## config.mk

```make
export PLATFORM = sky130hd
export DESIGN_NAME = pc_sequencer
export DESIGN_NICKNAME = d
export VERILOG_FILES = /design/src/rtl/pc_sequencer.sv
export SDC_FILE = /design/constraint.sdc
export NUM_CORES = 1
export LEC_CHECK = 0
export BUFFER_PORTS_ARGS = -buffer_cell sky130_fd_sc_hd__buf_2
export CORE_UTILIZATION = 48
export CTS_BUF_LIST = sky130_fd_sc_hd__clkbuf_4 sky130_fd_sc_hd__clkbuf_8
export CTS_CLUSTER_DIAMETER = 40
export CTS_CLUSTER_SIZE = 16
export DETAILED_ROUTE_END_ITERATION = 16
export PLACE_DENSITY_LB_ADDON = 0.08
export SETUP_SLACK_MARGIN = 0.05
export SLEW_MARGIN = 20
export SYNTH_ARGS = -nofsm -noshare
export SYNTH_HDL_FRONTEND = slang
export SYNTH_SLANG_ARGS = --single-unit
```

## constraint.sdc

```tcl
create_clock -name clk -period 1.8 [get_ports clk]
set_input_delay 0.36 -clock clk [delete_from_list [all_inputs] [get_ports clk]]
set_output_delay 0.36 -clock clk [all_outputs]
set_load 0.02 [all_outputs]
```

## src/rtl/pc_sequencer.sv

```systemverilog
// pc_sequencer: fetch/decode/execute control FSM driving the program counter of the 16-bit CPU.
//
// Ports:
//   clk        rising-edge clock
//   rst_n      asynchronous active-low reset
//   run        level; starts execution from IDLE, ignored afterwards
//   instr      instruction word from ROM, [15:12] opcode, [11:0] operand
//   flag_z     ALU zero flag, sampled only in EXEC
//   flag_c     ALU carry flag, sampled only in EXEC
//   mem_ready  data memory access complete, looked at only in MEM
//   pc_load    PC load strobe (with pc_inc: clear PC to 0)
//   pc_inc     PC increment strobe
//   jump_addr  {4'b0, latched operand}, PC load value
//   ir_load    instruction register capture strobe
//   alu_op     ALU function: 0 pass, 1 add, 2 sub, 3 and, 4 or
//   reg_we     register file write strobe
//   mem_re     data memory read request, held until mem_ready
//   mem_we     data memory write request, held until mem_ready
//   halted     high while in HALT
//   illegal    sticky; set on an undefined opcode
//
// Every output is a register loaded from the next-state logic, so each
// strobe appears in the cycle after the state that decided it.
module pc_sequencer #(
    parameter int unsigned FETCH_WAIT = 2
) (
    input  logic        clk,
    input  logic        rst_n,
    input  logic        run,
    input  logic [15:0] instr,
    input  logic        flag_z,
    input  logic        flag_c,
    input  logic        mem_ready,
    output logic        pc_load,
    output logic        pc_inc,
    output logic [15:0] jump_addr,
    output logic        ir_load,
    output logic [2:0]  alu_op,
    output logic        reg_we,
    output logic        mem_re,
    output logic        mem_we,
    output logic        halted,
    output logic        illegal
);
    typedef enum logic [2:0] {
        S_CLEAR,
        S_IDLE,
        S_FETCH,
        S_DECODE,
        S_EXEC,
        S_MEM,
        S_HALT
    } state_t;

    localparam logic [3:0] RELOAD = 4'(FETCH_WAIT - 1);

    state_t      state_q, state_d;
    logic [3:0]  cnt_q, cnt_d;
    logic [3:0]  op_q, op_d;
    logic [11:0] opr_q, opr_d;
    logic        pc_load_q, pc_load_d;
    logic        pc_inc_q, pc_inc_d;
    logic        ir_load_q, ir_load_d;
    logic [2:0]  alu_op_q, alu_op_d;
    logic        reg_we_q, reg_we_d;
    logic        mem_re_q, mem_re_d;
    logic        mem_we_q, mem_we_d;
    logic        halted_q, halted_d;
    logic        illegal_q, illegal_d;
    logic        is_alu, take;

    assign is_alu = (op_q >= 4'h1) && (op_q <= 4'h4);
    // Branch taken: JMP always, JZ/JC on the flag seen during EXEC.
    assign take = (op_q == 4'h7) | ((op_q == 4'h8) & flag_z) | ((op_q == 4'h9) & flag_c);

    always_comb begin
        state_d   = state_q;
        cnt_d     = cnt_q;
        op_d      = op_q;
        opr_d     = opr_q;
        pc_load_d = 1'b0;
        pc_inc_d  = 1'b0;
        ir_load_d = 1'b0;
        alu_op_d  = 3'd0;
        reg_we_d  = 1'b0;
        mem_re_d  = 1'b0;
        mem_we_d  = 1'b0;
        halted_d  = 1'b0;
        illegal_d = illegal_q;
        case (state_q)
            S_CLEAR: begin
                pc_load_d = 1'b1;
                pc_inc_d  = 1'b1;
                state_d   = S_IDLE;
            end
            S_IDLE: begin
                if (run) begin
                    state_d = S_FETCH;
                    cnt_d   = RELOAD;
                end
            end
            S_FETCH: begin
                if (cnt_q == 4'd0) begin
                    ir_load_d = 1'b1;
                    op_d      = instr[15:12];
                    opr_d     = instr[11:0];
                    state_d   = S_DECODE;
                end else begin
                    cnt_d = cnt_q - 4'd1;
                end
            end
            S_DECODE: begin
                state_d = S_EXEC;
                case (op_q)
                    4'h1, 4'h2, 4'h3, 4'h4: alu_op_d = op_q[2:0];
                    4'h5: begin
                        mem_re_d = 1'b1;
                        state_d  = S_MEM;
                    end
                    4'h6: begin
                        mem_we_d = 1'b1;
                        state_d  = S_MEM;
                    end
                    4'hA, 4'hB, 4'hC, 4'hD, 4'hE: illegal_d = 1'b1;
                    4'hF: begin
                        halted_d = 1'b1;
                        state_d  = S_HALT;
                    end
                    default: ;
                endcase
            end
            S_EXEC: begin
                // alu_op_q is nonzero only for ALU opcodes, so holding it is safe for all.
                alu_op_d  = alu_op_q;
                reg_we_d  = is_alu;
                pc_load_d = take;
                pc_inc_d  = !take;
                state_d   = S_FETCH;
                cnt_d     = RELOAD;
            end
            S_MEM: begin
                if (mem_ready) begin
                    reg_we_d = (op_q == 4'h5);
                    pc_inc_d = 1'b1;
                    state_d  = S_FETCH;
                    cnt_d    = RELOAD;
                end else begin
                    mem_re_d = mem_re_q;
                    mem_we_d = mem_we_q;
                end
            end
            S_HALT: halted_d = 1'b1;
            default: state_d = S_CLEAR;
        endcase
    end

    always_ff @(posedge clk or negedge rst_n) begin
        if (!rst_n) begin
            state_q   <= S_CLEAR;
            cnt_q     <= 4'd0;
            op_q      <= 4'd0;
            opr_q     <= 12'd0;
            pc_load_q <= 1'b0;
            pc_inc_q  <= 1'b0;
            ir_load_q <= 1'b0;
            alu_op_q  <= 3'd0;
            reg_we_q  <= 1'b0;
            mem_re_q  <= 1'b0;
            mem_we_q  <= 1'b0;
            halted_q  <= 1'b0;
            illegal_q <= 1'b0;
        end else begin
            state_q   <= state_d;
            cnt_q     <= cnt_d;
            op_q      <= op_d;
            opr_q     <= opr_d;
            pc_load_q <= pc_load_d;
            pc_inc_q  <= pc_inc_d;
            ir_load_q <= ir_load_d;
            alu_op_q  <= alu_op_d;
            reg_we_q  <= reg_we_d;
            mem_re_q  <= mem_re_d;
            mem_we_q  <= mem_we_d;
            halted_q  <= halted_d;
            illegal_q <= illegal_d;
        end
    end

    assign pc_load   = pc_load_q;
    assign pc_inc    = pc_inc_q;
    assign jump_addr = {4'b0, opr_q};
    assign ir_load   = ir_load_q;
    assign alu_op    = alu_op_q;
    assign reg_we    = reg_we_q;
    assign mem_re    = mem_re_q;
    assign mem_we    = mem_we_q;
    assign halted    = halted_q;
    assign illegal   = illegal_q;
endmodule

```

* Word level (Yosys, flattened, before mapping)
Cells that the tools add are included.
Word-level totals: bits in read-only memories 0, bits in latches 0, output and inout bits 27, memories 0, register bits 34, bits in writable memories 0
Cells by class: add/subtract/negate cells 1, muxes and demuxes 25, divide/modulo/power cells 0, multiply operators 0, bitwise logic cells 5, reductions and logical operators 12, equality and inequality tests 25, magnitude comparators 2, shifts and indexed selects 0
Operator list (number):
- == test 4 bit (second input constant) | 8
- case mux 3 bit (7 select lines) | 1
- == test 4 x 3 -> 1 bit (second input constant) | 4
- case mux 4 bit (4 select lines) | 1
- two-way mux 3 bit | 4
- two-way mux 4 bit | 3
- case mux 1 bit (2 select lines) | 5
- == test 3 bit (second input constant) | 3
- == test 4 x 2 -> 1 bit (second input constant) | 2
- two-way mux 1 bit | 8
- != test 2 bit (second input constant) | 4
- AND reduction 4 bit | 2
- == test 3 x 2 -> 1 bit (second input constant) | 2
- case mux 3 bit (2 select lines) | 1
- OR reduction 5 bit | 1
- == test 4 x 1 -> 1 bit (second input constant) | 1
- >= comparator 4 x 1 -> 1 bit (second input constant) | 1
- less-or-equal comparator 4 x 3 -> 1 bit (second input constant) | 1
- logical NOT 4 bit | 1
- case mux 2 bit (2 select lines) | 1
- AND reduction 2 bit | 2
- nonzero test 4 bit | 1
- OR reduction 4 bit | 1
- subtractor 4 x 1 -> 4 bit (second input constant) | 1
- other kinds (9) | 11

* Logic depth before layout (Yosys ltp)
depth after elaboration 6, gate-level depth with buffers 7, mapped depth without buffers 6

* Least setup slack after synthesis
Ideal clock, no wire load.
kind flip-flop to flip-flop, from register state_q[2], to register op_q[1], buffers on the path 3, arrival time 1.800 ns, path slack -0.125 ns, cell stages (with the launch flop) 7, library setup time 0.125 ns, cell sequence dfrtp_1 > buf_6 > or2_1 > or4b_1 > buf_6 > buf_12 > mux2_4
On the way: longest elaborated chain between the ends 2
Ends and longest elaborated chain:
- start, declared | RTL line 57 | state_t state_q, state_d;
- start signal, assigned | RTL line 173 | state_q <= state_d;
- == test 3 x 2 -> 1 bit | RTL line 90 | case (state_q)
- AND reduction 2 bit (no line)
- end signal, assigned | RTL line 175 | op_q <= op_d;
- end, declared | RTL line 59 | logic [3:0] op_q, op_d;
Every way passes these cells. A chain may end at the register's enable or synchronous reset.

* Final worst setup path
from register cnt_q[1], to register op_q[3]
On the way: longest elaborated chain between the ends 2
Ends and longest elaborated chain:
- start, declared | RTL line 58 | logic [3:0] cnt_q, cnt_d;
- start signal, assigned | RTL line 174 | cnt_q <= cnt_d;
- logical NOT 4 bit | RTL line 103 | if (cnt_q == 4'd0) begin
- AND reduction 2 bit (no line)
Every way passes these cells.

==> impl_metrics.csv <==
group,metric,value,unit
global_route,grtUsageMet1,24.8,%
run_status,status,"complete, but fails checks",
power_and_ir_drop,p_total,0.00378,W
yosys,synth_cell_type_count,42,
timing,worst_hold_slack,0.0675,ns
yosys,ys.flop_type,"dfrtp_1",
routing,routedWlPerCell,14.0,µm
critical_path,r2r_slack,-0.004,ns
global_route,antenna_found_initial,0,
timing,grt_setup_unrepaired,"yes",
power_and_ir_drop,max-vdd-ir-drop,1.08,mV
timing,setup_viol,4,
final_layout,fin_util,67.1,%
timing,finalCriticalPeriod,1.80,ns
yosys,synth_edf_count,0,
global_route,grt_pass1_vias,1223,
global_route,grt-busiest-layer,"met2",
clocking,cts.sinks,34,
yosys,async_flop_share,100,%
power_and_ir_drop,power_switching,0.00143,W
final_layout,syn_to_final_growth,28.8,%
routing,vias_per_cell,5.25,
global_route,grt-ovfl-total,0,
power_and_ir_drop,p_leak,1.08,nW
floorplan,core_region_area,0.00315,mm²
placement,pre_cts_ws,-0.0668,ns
power_and_ir_drop,switching_share,37.7,%
timing,finalWorstSetupSlack,-0.00372,ns
yosys,synth_seq_area_share,51.8,%
final_layout,fin_area,0.00211,mm²
clocking,clk_pin_slew_worst_paths,0.11,ns
critical_path,startpoint_type,"register",
global_route,grt_use_met3,7.04,%
final_layout,final_common_cell,"buf_2",
yosys,ys_ff_latch,34,
final_layout,drive_gt1_share,46.5,%
hold_path,hold_path_class,"input pin to asynchronous set/reset pin",
clocking,cts_made_buffers,5,
routing,first_iter_violations,26,
clocking,cts_tree,"built",
floorplan,row_count,20,
power_and_ir_drop,power_frac_comb,50.0,%
timing,fmax,0.554,GHz
global_route,grt_pass1_wl,5.32,mm
yosys,netlist_instances,139,
global_route,grt_usage,20.0,%
power_and_ir_drop,p_per_area,1790,mW/mm²
yosys,syn_area_per_cell,11.8,µm²
power_and_ir_drop,p_seq_share,34.8,%
yosys,syn-cell-area,0.00164,mm²
floorplan,initial_utilization,52.1,%
routing,drtPass1Iterations,4,
timing,fin_crit_sh,100,%
flow_run,max_cap_violations,0,
critical_path,endpoint_kind,"register",
placement,place_area,0.00191,mm²
final_layout,layout.nets,220,
power_and_ir_drop,intPower,0.00235,W
yosys,yosysWarnings,0,
timing,slew_headroom,50.8,%
critical_path,crit_required,2.03,ns
placement,io_buffers,44,
global_route,grt_max_degree,35,
critical_path,path_class,"register to register",
clocking,cts_root_buf,"clkbuf_4",
placement,routabilityCongestion,0.901,
timing,hold_viol,0,
floorplan,ios,49,
timing,fin_worst_skew,0.0172,ns
placement,dp_hpwl,2.33,mm
clocking,cts_max_level,2,
critical_path,arrival,2.04,ns
final_layout,n_fill_cell,268,
critical_path,crit_path_max_fanout,4,
final_layout,final_cell_mix,"44 x buf_2, 34 x dfrtp_1, 14 x buf_4, 9 x o21ai_0, 9 x mux2_4",
routing,drc,0,
routing,via_count,1271,
routing,wl,3.39,mm
timing,worst_slew_pin_slew,0.738,ns
final_layout,antennaDiodeCount,0,
run_status,violations,"setup timing",
clocking,clockBufferDepth,2,
routing,ant_nets,0,
power_and_ir_drop,p_clk_share,15.2,%
clocking,clock_latency,0.34,ns
floorplan,dieArea,0.00366,mm²
floorplan,die_w,60.5,µm
floorplan,die_h,60.5,µm
timing,maxSlewViolCount,0,
global_route,met2_usage,30.6,%
[cell usage after synthesis (all sizes together) (2+ instances only)]
cell / n / area, µm²
a21o: 2 / 15.0
a21oi: 4 / 20.0
a22o: 3 / 26.3
a32o: 2 / 20.0
buf: 8 / 80.1
clkbuf: 5 / 18.8
dfrtp: 34 / 851
inv: 8 / 30.0
mux2: 17 / 225
nand2: 4 / 15.0
nand3: 3 / 15.0
nand3b: 3 / 22.5
nand4b: 2 / 17.5
nor2: 5 / 18.8
nor3: 5 / 25.0
nor3b: 2 / 15.0
o21ai: 9 / 45.0
or2b: 2 / 15.0
[power groups by stage]
| stage | clock network [W] | registers (W) | logic, W |
|---|---|---|---|
| finish | 0.000575 | 0.00132 | 0.00189 |
| CTS | 0.000590 | 0.00131 | 0.00172 |
| global route | 0.000630 | 0.00136 | 0.00204 |
| global placement | 0 | 0.00130 | 0.00164 |
| floorplan | 0 | 0.00147 | 0.00104 |
| detailed placement | 0 | 0.00131 | 0.00169 |
[per-stage QoR]
step | TNS (ns) | instances
after floorplan | -0.742 | 142
after global placement | 0 | 228
after detailed placement | -0.848 | 228
after CTS | -0.365 | 237
after global routing | -0.518 | 242
final | -0.0110 | 242
[registers in the layout, summed over array words and instances (netlist names)]
register and flops:
state_q 3, halted 1, alu_op 3, pc_load 1, cnt_q 4, op_q 4
reg_we 1, ir_load 1, opr_q 12, pc_inc 1, mem_we 1, mem_re 1
illegal 1
[worst paths after layout]
| kind | start | endpoint | cells after the start |
|---|---|---|---|
| hold / removal | rst_n | alu_op[2]$_DFFE_PN0N_ | 1 |
| setup / recovery | cnt_q[1]$_DFFE_PN0P_ | op_q[3]$_DFFE_PN0P_ | 6 |
| hold reg to reg | illegal$_DFFE_PN0P_ | illegal$_DFFE_PN0P_ | 1 |
| max in group asynchronous | rst_n | halted$_DFF_PN0_ | 1 |
| setup reg to reg | cnt_q[1]$_DFFE_PN0P_ | op_q[3]$_DFFE_PN0P_ | 6 |
| min in group clk | instr[13] | op_q[1]$_DFFE_PN0P_ | 2 |
[final cells by class]
class                           instances  area, µm²  share of cell area (%)
Sequential cell                        34        851                    40.2
Multi-Input combinational cell         87        701                    33.1
Timing Repair Buffer                   61        395                    18.7
Tap cell                               44       55.1                    2.60
Clock buffer                            7       52.6                    2.49
Clock inverter                          1       30.0                    1.42
Inverter                                8       30.0                    1.42
[worst max-delay path: stages (launching register included)]
cell and delay (ns):
dfrtp_1 0.41, inv_2 0.08, ha_4 0.15, nand2b_4 0.05, or4b_4 0.54, clkbuf_16 0.19
mux2_4 0.28
[cell families (layout without fill, tap and decap cells)]
logic type               Yosys count  in the layout  synth area share (%)
adder cells (fa/ha/maj)            1              1                 0.762
other                              1              4                 0.228
XOR/XNOR                           1              1                 0.534
buffers and inverters             21             77                  7.85
AO/OA/AOI/OAI                     30             30                  12.4
flip-flops                        34             34                  51.8
AND/OR/NAND/NOR                   33             33                  12.0
multiplexers                      18             18                  14.3
[routing by layer]
layer / vias up / share of wire, %
li1: 605 / -
met1: 614 / 44
met2: 42 / 48
met3: 10 / 5.6
met4: 0 / 2.3
met5: - / 0
[repair_timing]
item,CTS,global route
gates resized for setup,4,7
hold buffers,0,0
pin swaps,0,3
gates cloned,0,2
setup buffers,1,3
setup endpoints to repair,16,19
Note: power is estimated with default switching activity, not from simulation.
